File: config.mk
export PLATFORM = sky130hd
export DESIGN_NAME = kfx86_shift_sequencer
export DESIGN_NICKNAME = d
export VERILOG_FILES = /design/src/rtl/kfx86_shift_sequencer_pkg.sv /design/src/rtl/kfx86_shift_pack.sv /design/src/rtl/kfx86_shift_sequencer.sv
export SDC_FILE = /design/constraint.sdc
export NUM_CORES = 1
export LEC_CHECK = 0
export ABC_AREA = 1
export BUFFER_PORTS_ARGS = -buffer_cell sky130_fd_sc_hd__buf_2
export CAP_MARGIN = 10
export CORE_UTILIZATION = 45
export DETAILED_ROUTE_END_ITERATION = 12
export PLACE_DENSITY = 0.85
export SLEW_MARGIN = 10
export SYNTH_ARGS = -nofsm -noshare
export SYNTH_HDL_FRONTEND = slang
export SYNTH_SLANG_ARGS = --single-unit
File: constraint.sdc
create_clock -name clock -period 3.9 [get_ports clock]
set_input_delay 0.585 -clock clock [delete_from_list [all_inputs] [get_ports clock]]
set_output_delay 0.585 -clock clock [all_outputs]
set_load 0.01 [all_outputs]
File: src/rtl/kfx86_shift_sequencer_pkg.sv
// Shared accumulator types, opcodes and the shift sequencer state encoding.
package kfx86_shift_sequencer_pkg;

  typedef struct packed {
    logic o;
    logic s;
    logic z;
    logic a;
    logic p;
    logic c;
  } flags_t;

  localparam logic [4:0] ALU_OP_ADD = 5'h00;
  localparam logic [4:0] ALU_OP_OR  = 5'h01;
  localparam logic [4:0] ALU_OP_ADC = 5'h02;
  localparam logic [4:0] ALU_OP_SBB = 5'h03;
  localparam logic [4:0] ALU_OP_AND = 5'h04;
  localparam logic [4:0] ALU_OP_SUB = 5'h05;
  localparam logic [4:0] ALU_OP_XOR = 5'h06;
  localparam logic [4:0] ALU_OP_CMP = 5'h07;
  localparam logic [4:0] ALU_OP_ROL = 5'h08;
  localparam logic [4:0] ALU_OP_ROR = 5'h09;
  localparam logic [4:0] ALU_OP_RCL = 5'h0A;
  localparam logic [4:0] ALU_OP_RCR = 5'h0B;
  localparam logic [4:0] ALU_OP_SHL = 5'h0C;
  localparam logic [4:0] ALU_OP_SHR = 5'h0D;
  localparam logic [4:0] ALU_OP_SAR = 5'h0E;

  typedef enum logic [1:0] {
    SEQ_IDLE = 2'd0,
    SEQ_RUN  = 2'd1,
    SEQ_DONE = 2'd2
  } seq_state_t;

  function automatic logic is_shift_op(input logic [4:0] op);
    return op inside {ALU_OP_ROL, ALU_OP_ROR, ALU_OP_RCL, ALU_OP_RCR,
                      ALU_OP_SHL, ALU_OP_SHR, ALU_OP_SAR};
  endfunction

endpackage

File: src/rtl/kfx86_shift_pack.sv
// Packs the work register into the 16-bit accumulator input and unpacks the
// single-bit shift response; byte operands are placed so the 16-bit shift
// yields the byte result in one lane.
module kfx86_shift_pack
  import kfx86_shift_sequencer_pkg::*;
(
  input  logic [4:0]  opcode,
  input  logic        select_word,
  input  logic [15:0] work,
  input  logic        carry,
  input  logic [15:0] alu_out,
  input  flags_t      alu_out_flags,
  output logic [15:0] source_1,
  output logic [15:0] next_work,
  output flags_t      next_flags
);

  logic [7:0] b;
  logic [7:0] new_b;
  logic       high_lane;

  assign b = work[7:0];

  // Byte placement inside the 16-bit source and which lane holds the answer.
  always_comb begin
    source_1  = work;
    high_lane = 1'b0;
    if (!select_word) begin
      unique case (opcode)
        ALU_OP_ROL, ALU_OP_ROR: begin
          source_1  = {b, b};
          high_lane = 1'b1;
        end
        ALU_OP_RCL: begin
          source_1  = {b, carry, 7'b0};
          high_lane = 1'b1;
        end
        ALU_OP_SHL: begin
          source_1  = {b, 8'h00};
          high_lane = 1'b1;
        end
        ALU_OP_RCR: source_1 = {7'b0, carry, b};
        ALU_OP_SAR: source_1 = {{8{b[7]}}, b};
        default:    source_1 = {8'h00, b};
      endcase
    end
  end

  // Unpack the chosen lane; right shifts into the low lane see the wrong
  // top bits for O, so O is recomputed from the byte result.
  always_comb begin
    new_b      = high_lane ? alu_out[15:8] : alu_out[7:0];
    next_work  = select_word ? alu_out : {8'h00, new_b};
    next_flags = alu_out_flags;
    if (!select_word && (opcode == ALU_OP_RCR || opcode == ALU_OP_SHR)) begin
      next_flags.o = new_b[7] ^ new_b[6];
    end
  end

endmodule

File: src/rtl/kfx86_shift_sequencer.sv
// Iterates the shared accumulator's single-bit shift/rotate ops for a count,
// holding the partial value, flags and remaining count between iterations.
module kfx86_shift_sequencer
  import kfx86_shift_sequencer_pkg::*;
(
  input  logic        clock,
  input  logic        reset,
  input  logic        start,
  input  logic [4:0]  opcode,
  input  logic [15:0] operand,
  input  logic [7:0]  count,
  input  logic        select_word,
  input  flags_t      flags_in,
  output logic        busy,
  output logic        done,
  output logic [15:0] result,
  output flags_t      result_flags,
  output logic [4:0]  alu_opcode,
  output logic [15:0] alu_source_1,
  output logic [15:0] alu_source_2,
  output flags_t      alu_source_flags,
  output logic        alu_select_word,
  input  logic [15:0] alu_out,
  input  flags_t      alu_out_flags
);

  seq_state_t  state, state_d;
  logic [4:0]  op_q, op_d;
  logic        word_q, word_d;
  logic [15:0] work_q, work_d;
  flags_t      flags_q, flags_d;
  logic [7:0]  count_q, count_d;
  logic [15:0] step_work;
  flags_t      step_flags;

  kfx86_shift_pack u_pack (
    .opcode        (op_q),
    .select_word   (word_q),
    .work          (work_q),
    .carry         (flags_q.c),
    .alu_out       (alu_out),
    .alu_out_flags (alu_out_flags),
    .source_1      (alu_source_1),
    .next_work     (step_work),
    .next_flags    (step_flags)
  );

  assign alu_opcode       = op_q;
  assign alu_source_2     = '0;
  assign alu_source_flags = flags_q;
  assign alu_select_word  = word_q;

  // Next-state and datapath update: latch on accepted start, step once per RUN cycle.
  always_comb begin
    state_d = state;
    op_d    = op_q;
    word_d  = word_q;
    work_d  = work_q;
    flags_d = flags_q;
    count_d = count_q;
    unique case (state)
      SEQ_IDLE: begin
        if (start) begin
          op_d    = opcode;
          word_d  = select_word;
          work_d  = operand;
          flags_d = flags_in;
          count_d = count;
          state_d = (count == 8'd0 || !is_shift_op(opcode)) ? SEQ_DONE : SEQ_RUN;
        end
      end
      SEQ_RUN: begin
        work_d  = step_work;
        flags_d = step_flags;
        count_d = count_q - 8'd1;
        if (count_q == 8'd1) state_d = SEQ_DONE;
      end
      SEQ_DONE: state_d = SEQ_IDLE;
      default:  state_d = SEQ_IDLE;
    endcase
  end

  // State, work registers and registered outputs; result loads on entry to DONE.
  always_ff @(posedge clock or posedge reset) begin
    if (reset) begin
      state        <= SEQ_IDLE;
      op_q         <= '0;
      word_q       <= 1'b0;
      work_q       <= '0;
      flags_q      <= '0;
      count_q      <= '0;
      busy         <= 1'b0;
      done         <= 1'b0;
      result       <= '0;
      result_flags <= '0;
    end else begin
      state   <= state_d;
      op_q    <= op_d;
      word_q  <= word_d;
      work_q  <= work_d;
      flags_q <= flags_d;
      count_q <= count_d;
      busy    <= (state_d != SEQ_IDLE);
      done    <= (state_d == SEQ_DONE);
      if (state_d == SEQ_DONE) begin
        result       <= word_d ? work_d : {8'h00, work_d[7:0]};
        result_flags <= flags_d;
      end
    end
  end

endmodule

Word level (Yosys, flattened, before mapping)
Index checks and enable logic that the tools add are counted. W data, S select, Z words.

Reduce and logical (&&, ||, !) cells: 14. $add $sub $neg: 1. Equal/unequal tests: 18. Bitwise logic cells: 1. Mux-type cells: 20.

Operators with widths (count): $pmux W16 S5 (1); $eq A5 B4 Y1 const B (14); $mux W16 (4); $pmux W16 S2 (1); $mux W8 (2); $pmux W8 S2 (1); $pmux W6 S2 (1); $eq A8 B1 Y1 const B (1); $logic_not A8 Y1 (1); $sub A8 B1 Y8 const B (1); $reduce_bool A7 Y1 (1); $mux W2 (3); $mux W6 (1); $mux W1 (5); $pmux W2 S2 (1); $reduce_and A2 Y1 (2); $reduce_bool A2 Y1 (2); $reduce_or A4 Y1 (1); $eq A2 B1 Y1 const B (1); $eq A2 B2 Y1 const B (1); $logic_not A1 Y1 (2); $logic_not A2 Y1 (1); $logic_or A1 B1 Y1 (2); $ne A2 B2 Y1 const B (1); 3 further kinds (3).

Output and inout bits: 68. Register bits after elaboration: 62. Input port bits: 61. Logic and storage cells: 74.

Depth between registers and ports, before layout
Word-level depth: 8. Mapped depth: 14. Depth with buffers taken out: 13.

By module
From an unflattened synthesis, not the netlist that was laid out.

Cells, all modules: 552. Area total of the unflattened synthesis: 3853.7 sq um.

By module, submodules not included: kfx86_shift_sequencer (times used 1, sequential area each 1551.5 sq um, cells an instance 417, area an instance 3215.6 sq um); kfx86_shift_pack (times used 1, sequential area each 0.0 sq um, cells an instance 135, area an instance 638.1 sq um).

Least setup slack after synthesis
OpenSTA, ideal clock, no wires.

Path kind: reg-to-output. From: reg op_q[4] (netlist: alu_opcode[4]). To: out alu_source_1[7]. Data arrival time: 1.384 ns. Setup slack: 1.931 ns. Stages on the path, launching flop included: 11. Data required time: 3.315 ns. Path buffers: 1. Path through: dfrtp_1 nor2_1 nand3_1 nand3_2 buf_4 inv_1 nand2_1 o21ai_0 nor2_1 nand2_1 o21ai_0.

Longest elaborated chain between the ends: 4. Elaborated cells on any way between the ends: 9. Those cells by class: 6 x eq/ne; 2 x mux; 1 x reduce/logical.

RTL lines: from (decl) (RTL line kfx86_shift_sequencer.sv:28) `logic [4:0] op_q, op_d;`; from (signal assigned) (RTL line kfx86_shift_sequencer.sv:98) `op_q <= op_d;`; $eq A5 B4 Y1 (RTL line kfx86_shift_pack.sv:29) `unique case (opcode)`; $reduce_or A2 Y1; $pmux W16 S5 (*) (RTL line kfx86_shift_pack.sv:29); $mux W16 (*) (RTL line kfx86_shift_pack.sv:28) `if (!select_word) begin`; to (decl) (RTL line kfx86_shift_sequencer.sv:19) `output logic [15:0] alu_source_1,`.

Mark *: on every way between the ends. The rest lies on a longest branch, timed or not.

Final worst setup path
From: reg word_q (netlist: alu_select_word). To: out alu_source_1[2].

Longest elaborated chain between the ends: 1.

RTL lines: from (decl) (RTL line kfx86_shift_sequencer.sv:29) `logic word_q, word_d;`; from (signal assigned) (RTL line kfx86_shift_sequencer.sv:99) `word_q <= word_d;`; $mux W16 (RTL line kfx86_shift_pack.sv:28).

No other way between the ends.

==> run summary <==
The first global-routing pass estimated 16330 µm of wire. In this run, synthesis inferred 0 flip-flops with an integrated enable. TritonCTS built the clock tree. For this run, asynchronously set or reset flops after synthesis account for 100.0%.

The length of the first detailed-routing pass in iterations was 7; the slew at the pin closest to its max-slew limit was 0.9099 ns. The top cell type's share of synthesized area works out to 43.54%. The flip-flop and latch area is 0.001551 mm², and the area of combinational cells with multiple inputs is 0.001638 mm². For the worst setup path, the data arrival time is 2.26 ns.

Across the run, the number of max-cap violations was 0. The tools report the sequential area share after synthesis as 43.54%. In this run the core area contains 32 standard-cell rows.

The number of resized instances in the post-cts repair step is 0, and the worst-path maximum fanout is 23. The initial core utilization was 46.35%; the power consumption was 2.119 mW. The final standard cell area without fillers was 0.004262 mm²; the initial DRC count was 294. Compared with the post-synthesis result, the final layout area differs by 19.59%.

Summed over all layers, the global routing overflow is 0. STA puts the critical path data required time at 3.31 ns. The run gives 351.9 MHz as the peak clock frequency supported by timing. Sorting the synthesized cells by area gives the leading types as dfrtp_1 44%, nand2_1 14%, o21ai_0 5.9%.

Most area-hungry cell type in the Yosys netlist: dfrtp_1. The count of port buffers added during placement is 112, and the clock slew seen by the registers of the worst setup and hold paths is 0.07 ns. Dividing the detail-routed wire length by the instance count gives 15.06 µm.

The tools report the number of max-slew violations in the final report as 0. Setup repair after global routing left no endpoint under its margin. The final-report hold violation count was 0. Yosys mapped the design onto 33 distinct sky130hd cell types.

Summed over all cells, the static leakage comes to 2.264 nW. Setup violations remaining at the end of the flow were counted as 0. The most frequently used flop master after synthesis was dfrtp_1. Die extent in x: 90.99 µm. The later pin in the worst-skew pair is clocked with a latency of 0.34 ns.

The worst hold path belongs to the class in -> async. Measured along the y axis, the die boundary spans 90.99 µm. The run gives 0 as the total inserted antenna cells. Before CTS, the worst setup slack after placement is 1.159 ns. Summing over every cut layer, the via total after detailed routing is 3579. In the routed design, unresolved DRC markers number 0. The die covers 0.008278 mm². For the final database, setup skew stands at 0.006337 ns. After technology mapping, the gate count stands at 468. A synthesized cell averages 7.614 µm².

After detailed routing, the total wire length is 10200 µm. In this run the tightest slew margin relative to its limit is 39.25%. Detailed placement finished with a half-perimeter wire length of 7574 µm. The maximum number of pins on one net before global-route repair is 45, and the post-synthesis cell area is 0.003563 mm².

The H-tree was split into 3 levels. The final antenna-violating net count was 0. The worst setup path is of the reg -> out kind. For the placeable core region, the log shows 0.007687 mm². The tools report the buffer cell driving the clock tree root as clkbuf_8. Pin placement for this block handled 129 I/O pins. Once the clock tree was built, the setup fixing pass inserted 0 buffers. Number of nets in the final layout: 634.

The number of warnings issued by yosys is 0. Area after detailed placement: 0.004074 mm². In this run the power density over the cells is 497.3 mW/mm².

The worst-case IR drop observed on VDD is 222.6 µV. The number of global-route vias before repair was 3329. STA classifies the critical path endpoint as a primary output. The number of buffers between clock root and the deepest sink is 2. In this run, post-CTS hold repair placed 0 buffers. The flow ran to the end, and the final reports show no timing, DRC or antenna violations. Final period utilization: 72.87%.

Kind of start point of the critical path: a flop. Counting the buffers created by CTS gives 9. Across all setup checks in the final design, the least slack found is 1.058 ns. The tree built by TritonCTS fans out to 62 sinks. After detailed routing, the number of vias per cell comes to 5.287.

The number of antenna violations at the first check in global routing is 0. The logs give 0.9343 for the final RePlAce weighted congestion and 0 ns for the setup total negative slack. Global routing consumed, over all layers together, 25.54% of the routing resources. The share of final-layout standard cells stronger than drive strength 1 is 27.48%, and the number of fillers in the final layout is 731. The routed design could run at a clock period as short as 2.842 ns. The number of storage elements in the synthesis netlist works out to 62.
[placed cells by master, fill, tap and decap left out, types with 2 or more instances in the layout]
cell type  Yosys  layout
a211oi_2       4       4
a21oi_1       24      24
buf_2          4     112
buf_4         23       3
clkbuf_8       0      10
clkinv_2       1       5
conb_1         1      16
dfrtp_1       62      62
ha_1           2       2
inv_1         39      38
inv_2          5       6
nand2_1      136     136
nand2_2        4       4
nand3_1       31      31
nand3b_1       2       2
nor2_1        36      36
nor2_2         6       6
o211ai_1      16      16
o211ai_2       3       3
o21ai_0       42      42
o21ai_1        2       2
o221ai_1       4       4
[sequential cells by signal (all words and copies together), names as in the netlist]
register          flops
count_q               8
result               16
alu_source_flags      6
result_flags          6
busy                  1
done                  1
alu_opcode            5
alu_select_word       1
work_q               16
state                 2
[where the power goes]
group / total, mW / internal, mW / leakage, nW / switching [mW]
clock: 0.548 / 0.304 / 0.102 / 0.244
combinational: 0.678 / 0.249 / 1.41 / 0.429
sequential: 0.893 / 0.784 / 0.754 / 0.109
total: 2.12 / 1.34 / 2.26 / 0.782
[cells in the mapped netlist, types with 3 or more instances]
cell type  instances
nand2_1          136
dfrtp_1           62
o21ai_0           42
inv_1             39
nor2_1            36
nand3_1           31
a21oi_1           24
buf_4             23
o211ai_1          16
clkbuf_1           8
nor2_2             6
inv_2              5
a211oi_2           4
buf_2              4
nand2_2            4
o221ai_1           4
buf_6              3
o211ai_2           3
[critical path, stage by stage, from the launching register on]
cell,delay [ns]
dfrtp_1,0.77
inv_1,0.34
nand2_2,0.31
nor2_2,0.14
nor2_1,0.18
buf_2,0.17
[cell type report]
type / count / share of cell area [%]
clock inverters: 5 / 1.174
multi-input cells: 337 / 38.43
repair buffers: 115 / 13.68
inverters: 46 / 4.081
flip-flops and latches: 62 / 36.41
clock buffers: 10 / 3.230
well taps: 102 / 2.995
[logic make-up (layout without fill, tap and decap cells)]
| logic type | Yosys count | count (layout) | synth area share (%) |
|---|---|---|---|
| DFF | 62 | 62 | 43.54 |
| AOI/OAI and AO/OA | 100 | 100 | 17.87 |
| other | 1 | 16 | 0.1052 |
| buffers and inverters | 84 | 176 | 12.08 |
| xor gates and xnor gates | 1 | 1 | 0.2458 |
| and+or+nand+nor | 218 | 218 | 25.46 |
| adders and majority gates | 2 | 2 | 0.7021 |
[final timing paths]
check / start / slack (ns) / cells past startpoint / to
setup / recovery: alu_select_word / 1.06 / 5 / alu_source_1[2]
max in group asynchronous: reset / 2.67 / 3 / alu_opcode[0]
min in group clock: opcode[2] / 0.47 / 3 / alu_opcode[2]
setup reg to reg: state[1] / 1.11 / 8 / result[4]
hold / removal: reset / 0.44 / 2 / result_flags[3]
hold reg to reg: result_flags[1] / 0.48 / 2 / result_flags[1]
[routing by layer]
metal | share of wire, % | track usage [%] | up-vias
met5 | 0 | 0 | -
met4 | 1.8 | 8.201 | 0
met3 | 8.6 | 6.365 | 22
met2 | 48 | 42.49 | 201
met1 | 42 | 32.66 | 1651
li1 | - | - | 1705
[metrics by stage]
| step | cells | utilization, % | hold slack (ns) |
|---|---|---|---|
| global route | 677 | 55.44 | 0.4820 |
| finish | 677 | 55.44 | 0.4406 |
| CTS | 677 | 55.44 | 0.4550 |
| floorplan | 483 | - | 0.5031 |
| detailed placement | 662 | 52.99 | 0.4598 |
| global placement | 662 | 52.99 | 0.4649 |
No activity file was read; power rests on OpenSTA's default activity.
